### src/rtl/pkt_burst_rd.sv
// pkt_burst_rd: Avalon-MM burst read master copying one packet into the capture FIFO.
// Optional feature PKT_BURST_RD_BEATCNT_EN adds a 32-bit beat_count output.
module pkt_burst_rd #(
    parameter  int DATA_W    = 32,
    parameter  int ADDR_W    = 32,
    parameter  int BURST_LEN = 8,
    localparam int BYTES     = DATA_W / 8,
    localparam int BC_W      = $clog2(BURST_LEN) + 1
) (
    input  logic              clk,
    input  logic              reset,
    input  logic              start,
    input  logic [ADDR_W-1:0] pkt_begin,
    input  logic [ADDR_W-1:0] pkt_end,
    output logic              busy,
    output logic              done,
    output logic              err,
    input  logic              fifo_almost_full,
    output logic              fifo_wr,
    output logic [DATA_W-1:0] fifo_data,
    output logic [ADDR_W-1:0] avm_address,
    output logic              avm_read,
    output logic [BC_W-1:0]   avm_burstcount,
    input  logic              avm_waitrequest,
    input  logic [DATA_W-1:0] avm_readdata,
    input  logic              avm_readdatavalid
`ifdef PKT_BURST_RD_BEATCNT_EN
    ,
    output logic [31:0]       beat_count
`endif
);

    localparam int              SHIFT   = $clog2(BYTES);
    localparam logic [ADDR_W:0] REM_ONE = (ADDR_W+1)'(1);

    typedef enum logic [2:0] {IDLE, WAIT, REQ, DATA, DONE} state_t;

    state_t            state;
    logic [ADDR_W:0]   remaining;
    logic [ADDR_W:0]   rem_init;
    logic [ADDR_W-1:0] addr;
    logic [ADDR_W-1:0] addr_nx;
    logic [BC_W-1:0]   beats;

    function automatic logic [BC_W-1:0] burst_of(input logic [ADDR_W:0] rem);
        if (rem >= (ADDR_W+1)'(BURST_LEN))
            return BC_W'(BURST_LEN);
        return rem[BC_W-1:0];
    endfunction

    // remaining is one bit wider so a full-range packet still fits
    always_comb begin
        rem_init = {1'b0, (pkt_end - pkt_begin) >> SHIFT} + REM_ONE;
        addr_nx  = addr + (ADDR_W'(avm_burstcount) << SHIFT);
    end

    always_ff @(posedge clk) begin
        if (!reset) begin
            state          <= IDLE;
            remaining      <= '0;
            addr           <= '0;
            beats          <= '0;
            busy           <= 1'b0;
            done           <= 1'b0;
            err            <= 1'b0;
            fifo_wr        <= 1'b0;
            fifo_data      <= '0;
            avm_address    <= '0;
            avm_read       <= 1'b0;
            avm_burstcount <= '0;
`ifdef PKT_BURST_RD_BEATCNT_EN
            beat_count     <= '0;
`endif
        end else begin
            fifo_wr <= 1'b0;
            done    <= 1'b0;
            err     <= 1'b0;
            unique case (state)
                IDLE: begin
                    if (start) begin
`ifdef PKT_BURST_RD_BEATCNT_EN
                        beat_count <= '0;
`endif
                        if (pkt_end < pkt_begin) begin
                            done  <= 1'b1;
                            err   <= 1'b1;
                            state <= DONE;
                        end else begin
                            remaining <= rem_init;
                            addr      <= pkt_begin;
                            busy      <= 1'b1;
                            if (fifo_almost_full) begin
                                state <= WAIT;
                            end else begin
                                state          <= REQ;
                                avm_read       <= 1'b1;
                                avm_address    <= pkt_begin;
                                avm_burstcount <= burst_of(rem_init);
                            end
                        end
                    end
                end
                WAIT: begin
                    if (!fifo_almost_full) begin
                        state          <= REQ;
                        avm_read       <= 1'b1;
                        avm_address    <= addr;
                        avm_burstcount <= burst_of(remaining);
                    end
                end
                REQ: begin
                    if (!avm_waitrequest) begin
                        avm_read <= 1'b0;
                        beats    <= avm_burstcount;
                        state    <= DATA;
                    end
                end
                DATA: begin
                    if (beats != '0) begin
                        if (avm_readdatavalid) begin
                            fifo_wr   <= 1'b1;
                            fifo_data <= avm_readdata;
                            beats     <= beats - BC_W'(1);
                            remaining <= remaining - REM_ONE;
`ifdef PKT_BURST_RD_BEATCNT_EN
                            beat_count <= beat_count + 32'd1;
`endif
                        end
                    end else begin
                        // burst drained: this cycle also gives the idle gap on avm_read
                        addr <= addr_nx;
                        if (remaining == '0) begin
                            state <= DONE;
                            done  <= 1'b1;
                            busy  <= 1'b0;
                        end else if (fifo_almost_full) begin
                            state <= WAIT;
                        end else begin
                            state          <= REQ;
                            avm_read       <= 1'b1;
                            avm_address    <= addr_nx;
                            avm_burstcount <= burst_of(remaining);
                        end
                    end
                end
                DONE: begin
                    state <= IDLE;
                end
                default: begin
                    state <= IDLE;
                end
            endcase
        end
    end

endmodule

### config.mk
export PLATFORM = sky130hd
export DESIGN_NAME = pkt_burst_rd
export DESIGN_NICKNAME = d
export VERILOG_FILES = /design/src/rtl/pkt_burst_rd.sv
export SDC_FILE = /design/constraint.sdc
export NUM_CORES = 1
export LEC_CHECK = 0
export CELL_PAD_IN_SITES_DETAIL_PLACEMENT = 1
export CELL_PAD_IN_SITES_GLOBAL_PLACEMENT = 2
export CORE_MARGIN = 2
export CORE_UTILIZATION = 33
export CTS_CLUSTER_SIZE = 16
export DETAILED_ROUTE_END_ITERATION = 12
export PLACE_DENSITY = 0.93
export SLEW_MARGIN = 20
export SYNTH_ARGS = -nofsm -noshare
export SYNTH_HDL_FRONTEND = slang
export SYNTH_SLANG_ARGS = --single-unit
### constraint.sdc
create_clock -name clk -period 10.9 [get_ports clk]
set_input_delay 2.18 -clock clk [delete_from_list [all_inputs] [get_ports clk]]
set_output_delay 2.18 -clock clk [all_outputs]
set_load 0.005 [all_outputs]
Yosys cells after proc, flatten, opt, wreduce, memory -nomap -nowiden
Cells that the tools add are included.
{ "op_classes": {"n_addsub": 5, "n_mul": 0, "div": 0, "magnitude_cmp": 3, "n_eq_ne": 14, "n_shift": 0, "mux": 74, "n_bitwise": 0, "n_reduce_logical": 17} }
{ "op_table": {"columns": ["cell", "n"], "rows": [
  ["32-bit 2-to-1 mux", 10],
  ["33-bit 2-to-1 mux", 4],
  ["32-bit case mux with 3 select lines", 1],
  ["33-bit case mux with 2 select lines", 1],
  ["32-bit case mux with 2 select lines", 1],
  ["4-bit 2-to-1 mux", 15],
  ["33-bit by 4-bit greater-or-equal comparator with 1-bit output, second input constant", 1],
  ["33-bit logical NOT", 1],
  ["33-bit by 1-bit subtractor with 33-bit output, second input constant", 1],
  ["32-bit by 6-bit adder with 32-bit output", 1],
  ["32-bit < comparator", 1],
  ["32-bit subtractor", 1],
  ["30-bit by 1-bit adder with 31-bit output, second input constant", 1],
  ["31-bit by 4-bit greater-or-equal comparator with 1-bit output, second input constant", 1],
  ["1-bit 2-to-1 mux", 29],
  ["2-bit inequality test, second input constant", 11],
  ["3-bit 2-to-1 mux", 6],
  ["3-bit case mux with 4 select lines", 1],
  ["4-bit case mux with 3 select lines", 1],
  ["4-bit AND reduction", 3],
  ["5-bit AND reduction", 2],
  ["4-bit case mux with 2 select lines", 1],
  ["8-bit AND reduction", 1],
  ["4-bit nonzero test", 2],
  ["12 further kinds", 16]
]} }
{ "word_totals": {"regBits": 145, "latchBits": 0, "mem_bits_rw": 0, "romBits": 0, "out_inout_bits": 73, "n_memories": 0} }

Logic depth before layout (Yosys ltp)
{ "depth": {"depth_word": 14, "depth_mapped": 17} }

Worst setup path before layout
Ideal clock, no wire load.
{ "synth_timing": {"path_type": "input port to flip-flop", "from": "in pkt_begin[7]", "to": "reg avm_burstcount[3]", "setup_time_ps": 117, "t_arrival_ps": 5822, "required_time_ps": 10783, "path_slack_ps": 4960, "cell_stages": 15, "path_buffers": 1, "cell_sequence": "inv_1 ha_1 buf_2 and2_1 and3_1 a2111oi_1 nand3_1 nor4_2 nand4b_1 or2_2 nor4_1 mux2_2 a2111oi_4 nand2_2 a32o_1"} }
{ "synth_via": {"elab_chain_cells": 14} }
{ "synth_rtl": {"columns": ["element", "line_no", "text"], "rows": [
  ["start, declared", "13", "input logic [ADDR_W-1:0] pkt_begin,"],
  ["32-bit subtractor", "53", "rem_init = {1'b0, (pkt_end - pkt_begin) >> SHIFT} + REM_ONE;"],
  ["30-bit by 1-bit adder with 31-bit output", "53", null],
  ["31-bit by 4-bit greater-or-equal comparator with 1-bit output", "46", "if (rem >= (ADDR_W+1)'(BURST_LEN))"],
  ["1-bit 2-to-1 mux", "46", null],
  ["1-bit 2-to-1 mux", "92", "if (fifo_almost_full) begin"],
  ["1-bit 2-to-1 mux", "84", "if (pkt_end < pkt_begin) begin"],
  ["1-bit 2-to-1 mux", "80", "if (start) begin"],
  ["1-bit 2-to-1 mux", "78", "unique case (state)"],
  ["1-bit 2-to-1 mux", "58", "if (!reset) begin"],
  ["4-bit 2-to-1 mux", "48", "return rem[BC_W-1:0];"],
  ["4-bit 2-to-1 mux", "92", null],
  ["4-bit 2-to-1 mux", "84", null],
  ["4-bit 2-to-1 mux", "80", null],
  ["4-bit case mux with 3 select lines", "78", null],
  ["end signal, assigned", "98", "avm_burstcount <= burst_of(rem_init);"],
  ["end signal, assigned", "108", "avm_burstcount <= burst_of(remaining);"],
  ["end signal, assigned", "142", "avm_burstcount <= burst_of(remaining);"],
  ["end, declared", "23", "output logic [BC_W-1:0] avm_burstcount,"]
]} }
Parallel ways exist; a longest one is shown, timed or not. The select of a mux whose other input is x is not followed.
A chain may end at the register's enable or synchronous reset.

Worst setup path in the final report
{ "layout_timing": {"from": "in pkt_begin[6]", "to": "reg avm_burstcount[3]"} }
Same word-level chain as after synthesis.

==> impl_results.md <==
* Run status: finished, final reports clean
* Share of the yosys chip area belonging to registers at roughly a quarter
* Crit start category: input pin
* GR Util All Layers at 23.3%
* IO buf count at 174
* Count of clock tree sinks at 145
* Total of max-cap violations at 0
* Post-CTS Repair Setup Buffers at 0
* Post-synthesis cell type count at roughly 90
* Number of top-level pins at 175
* Worst Path Arrival at about 7200 ps
* Buffer type at the clock tree root: sky130_fd_sc_hd__clkbuf_16
* Number of synthesized register bits at 145
* Type of destination of the critical path: flip-flop
* Total number of placement rows at 67
* Share of the synthesized netlist area taken by xor and xnor gates at 5.59%
* Number of DRC violations after detailed routing at 0
* 1st-iter DRT viols at 588
* Setup TNS after final layout at 0 ps
* Overall die area at 35100 um2
* Transition time of the tightest slew-check pin at 1040 ps
* Vias in the first global route at 12100
* Final Net Count at 1846
* Weighted congestion at the end of routability-driven global placement at between 0.8 and 0.9
* Count of nets left with antenna violations after detail routing at 0
* Resized Gates After CTS at 0
* Synth-to-layout area growth at 23.7%
* Clock tree from TritonCTS: built
* Final setup viols at 0
* Sw Ratio at 38.5%
* Total overflow reported by the global router at 0
* Critical Path RT at 11240 ps
* Maximum clock path buffer count at 2
* Wire per inst at 19.1 um
* Static leakage power at around 5.0 nW
* Wire length of the first global-routing pass at between 60000 and 70000 um
* Final Hold Viols at 0
* Placeable core region at 33300 um2
* DR vias at 12200
* HPWL after detailed placement at 30800 um
* Areal power density over the cells at 139 nW/um2
* Deepest level of the CTS H-tree at 4
* Synth Area in Adders at 4.58%
* Clock edge transition at the registers on the reported setup and hold paths at 70 ps
* Syn Inst Count at 1602
* Proportion of register bits with asynchronous set or reset after synthesis at 0%
* Vias per inst at 5.63
* Int Power at 1.18 mW
* Die Wd at 187 um
* Syn nets at approximately 1700
* Overall Power at 1.91 mW
* Total CTS buffers at 17
* Max Fclk at around 0.15 GHz
* Initial antenna violation count at 3
* Cts-stage hold buffer count at 0
* Total number of yosys warnings at 0
* Max-Slew Margin vs Limit at 30.4%
* Worst vdd ir at 114 uV
* Post-synthesis share of cell area spent on and, or, nand and nor gates at between 20% and 30%
* Pin count of the biggest net entering global routing at 102
* Clock network fraction of total power at roughly 32%
* Clock period minus final worst setup slack at 6890 ps
* Number of detailed-route iterations in the first pass at 5
* Fraction of layout cells with a size suffix above 1 at 5.82%
* Fill cell total of the finished layout at 4196
* Share of cell area taken by muxes after synthesis at less than 1%
* Worst hold slack after final layout at 455 ps
* Most frequent cells in the layout: sky130_fd_sc_hd__nor2_1, sky130_fd_sc_hd__nand2_1, sky130_fd_sc_hd__a21oi_1, sky130_fd_sc_hd__clkdlybuf4s50_1, sky130_fd_sc_hd__dfxtp_1
* Combinational Power Share at 35.7%
* Kind of critical path: input pin to flip-flop
* Sequential Power Share at 32.0%
* Starting density of the core at 33.3%
* Clock latency at the later pin of the worst-skew pair at 440 ps
* EDFF count, synth at 0
* Chip height at 187 um
* Worst hold-check path type: flip-flop to flip-flop
* Final Cycle Share at 63.2%
* Post-synth top flop: sky130_fd_sc_hd__dfxtp_1
* Final Max Tran Viols at 0
* Drt total wl at 41400 um
* Total net switching power at 0.736 mW
* Compound-cell area share of the yosys netlist at 27.7%
* Most common cell after layout, fill and taps aside: sky130_fd_sc_hd__nor2_1
* Per-instance average area after synthesis at 6.93 um2
* Worst Clk Skew at approximately 16 ps
* CP max FO at 9
* Main combinational cell family by area after synthesis: simple AND/OR/NAND/NOR gates
* Post-synthesis instance area at approximately 11000 um2
* Unrepaired setup endpoints after global routing: false
==> final timing paths <==
kind	startpoint	to	slack [ps]	cells past startpoint
hold / removal	fifo_data[9]$_SDFFE_PN0P_	fifo_data[9]$_SDFFE_PN0P_	450	2
hold reg to reg	fifo_data[9]$_SDFFE_PN0P_	fifo_data[9]$_SDFFE_PN0P_	450	2
setup / recovery	pkt_begin[6]	avm_burstcount[3]$_SDFFE_PN0P_	4010	15
setup reg to reg	avm_burstcount[0]$_SDFFE_PN0P_	avm_address[30]$_SDFFE_PN0P_	6970	15
==> logic make-up after synthesis <==
| family | count (synthesis) |
|---|---|
| AOI/OAI and AO/OA | 485 |
| DFF | 145 |
| and+or+nand+nor | 695 |
| adders and majority gates | 40 |
| muxes | 4 |
| buffers and inverters | 163 |
| xor gates and xnor gates | 70 |
==> through the flow <==
step	utilization, %	std cells	instance area, um2	worst slack, ps
after floorplan	-	1602	11100	4960
after global placement	39.4	2133	13100	3820
after detailed placement	39.4	2133	13100	3660
after CTS	41.2	2165	13700	4130
after global routing	41.2	2165	13700	3660
final	41.2	2166	13700	4010
==> power by group through the flow <==
stage                     sequential (mW)  combinational [mW]  clock, mW
after floorplan                     0.607               0.455          0
after global placement              0.621               0.660          0
after detailed placement            0.622               0.673          0
after CTS                           0.611               0.679      0.631
after global routing                0.618               0.755      0.651
final                               0.612               0.683      0.617
==> registers in the layout, indices dropped and copies added, names as in the netlist <==
register and count:
remaining 33, addr 32, avm_address 32, fifo_data 32
avm_burstcount 4, beats 4, state 3, avm_read 1
busy 1, done 1, err 1, fifo_wr 1
==> per-layer routing <==
layer | vias to the layer above | wire length, um | share of wire [%] | track usage [%]
met1 | 5870 | 18800 | 45 | 30.6
li1 | 5941 | - | - | -
met5 | - | 26 | 0.063 | 0
met3 | 46 | 2250 | 5.4 | 4.43
met2 | 325 | 19200 | 47 | 38.8
met4 | 4 | 1060 | 2.6 | 7.17
==> synth_stat cells, types with 4 or more instances <==
master,number,area (um2)
sky130_fd_sc_hd__o2111ai_1,4,35.0
sky130_fd_sc_hd__inv_1,58,218
sky130_fd_sc_hd__xnor2_1,44,385
sky130_fd_sc_hd__clkbuf_1,83,312
sky130_fd_sc_hd__or2_2,11,68.8
sky130_fd_sc_hd__o22ai_1,9,56.3
sky130_fd_sc_hd__or4_1,6,45.0
sky130_fd_sc_hd__nand4_1,30,188
sky130_fd_sc_hd__or3_1,18,113
sky130_fd_sc_hd__nand2b_1,7,43.8
sky130_fd_sc_hd__o21ai_1,8,40.0
sky130_fd_sc_hd__a31oi_1,14,87.6
sky130_fd_sc_hd__a21o_1,10,75.1
sky130_fd_sc_hd__dfxtp_1,145,2900
sky130_fd_sc_hd__o21bai_1,7,52.6
sky130_fd_sc_hd__a211oi_1,33,248
sky130_fd_sc_hd__xor2_1,25,219
sky130_fd_sc_hd__a22oi_1,30,225
sky130_fd_sc_hd__and4_1,8,70.1
sky130_fd_sc_hd__o211ai_1,19,143
sky130_fd_sc_hd__nand2_1,214,803
sky130_fd_sc_hd__a21oi_1,182,911
sky130_fd_sc_hd__o221ai_1,4,35.0
sky130_fd_sc_hd__a21oi_2,5,43.8
sky130_fd_sc_hd__o31ai_1,6,45.0
sky130_fd_sc_hd__nor4b_1,6,52.6
sky130_fd_sc_hd__a21boi_0,4,30.0
sky130_fd_sc_hd__nor2_1,225,845
sky130_fd_sc_hd__nor3_1,41,205
sky130_fd_sc_hd__o21a_1,7,52.6
sky130_fd_sc_hd__nor4_1,17,106
sky130_fd_sc_hd__nand3_1,39,195
sky130_fd_sc_hd__o21ai_0,93,465
sky130_fd_sc_hd__buf_1,5,18.8
sky130_fd_sc_hd__ha_1,39,488
sky130_fd_sc_hd__and3_1,25,156
sky130_fd_sc_hd__a211o_1,8,70.1
sky130_fd_sc_hd__and4b_1,4,40.0
sky130_fd_sc_hd__nor2b_1,8,50.1
sky130_fd_sc_hd__buf_2,14,70.1
sky130_fd_sc_hd__and2_1,14,87.6
==> final cells by class <==
| type | instances | area (um2) | share of cell area [%] |
|---|---|---|---|
| inverters | 59 | 224 | 1.63 |
| clock buffers | 18 | 439 | 3.20 |
| multi-input cells | 1294 | 7580 | 55.3 |
| diodes | 1 | 2.50 | 0.0182 |
| well taps | 448 | 561 | 4.08 |
| clock inverters | 14 | 171 | 1.25 |
| flip-flops and latches | 145 | 2900 | 21.2 |
| repair buffers | 187 | 1840 | 13.4 |
==> worst max-delay path: stages <==
cell and delay, ps:
sky130_fd_sc_hd__clkdlybuf4s50_1 630, sky130_fd_sc_hd__inv_1 80, sky130_fd_sc_hd__ha_1 430, sky130_fd_sc_hd__a21oi_2 340
sky130_fd_sc_hd__o21ai_1 170, sky130_fd_sc_hd__a21oi_1 330, sky130_fd_sc_hd__a21boi_0 180, sky130_fd_sc_hd__nor4_1 680
sky130_fd_sc_hd__nand2_1 380, sky130_fd_sc_hd__or2_2 400, sky130_fd_sc_hd__nor4_1 450, sky130_fd_sc_hd__mux2_2 410
sky130_fd_sc_hd__a2111oi_4 240, sky130_fd_sc_hd__nand2_2 120, sky130_fd_sc_hd__a32o_1 220
Power figures use the tool's default switching activity.
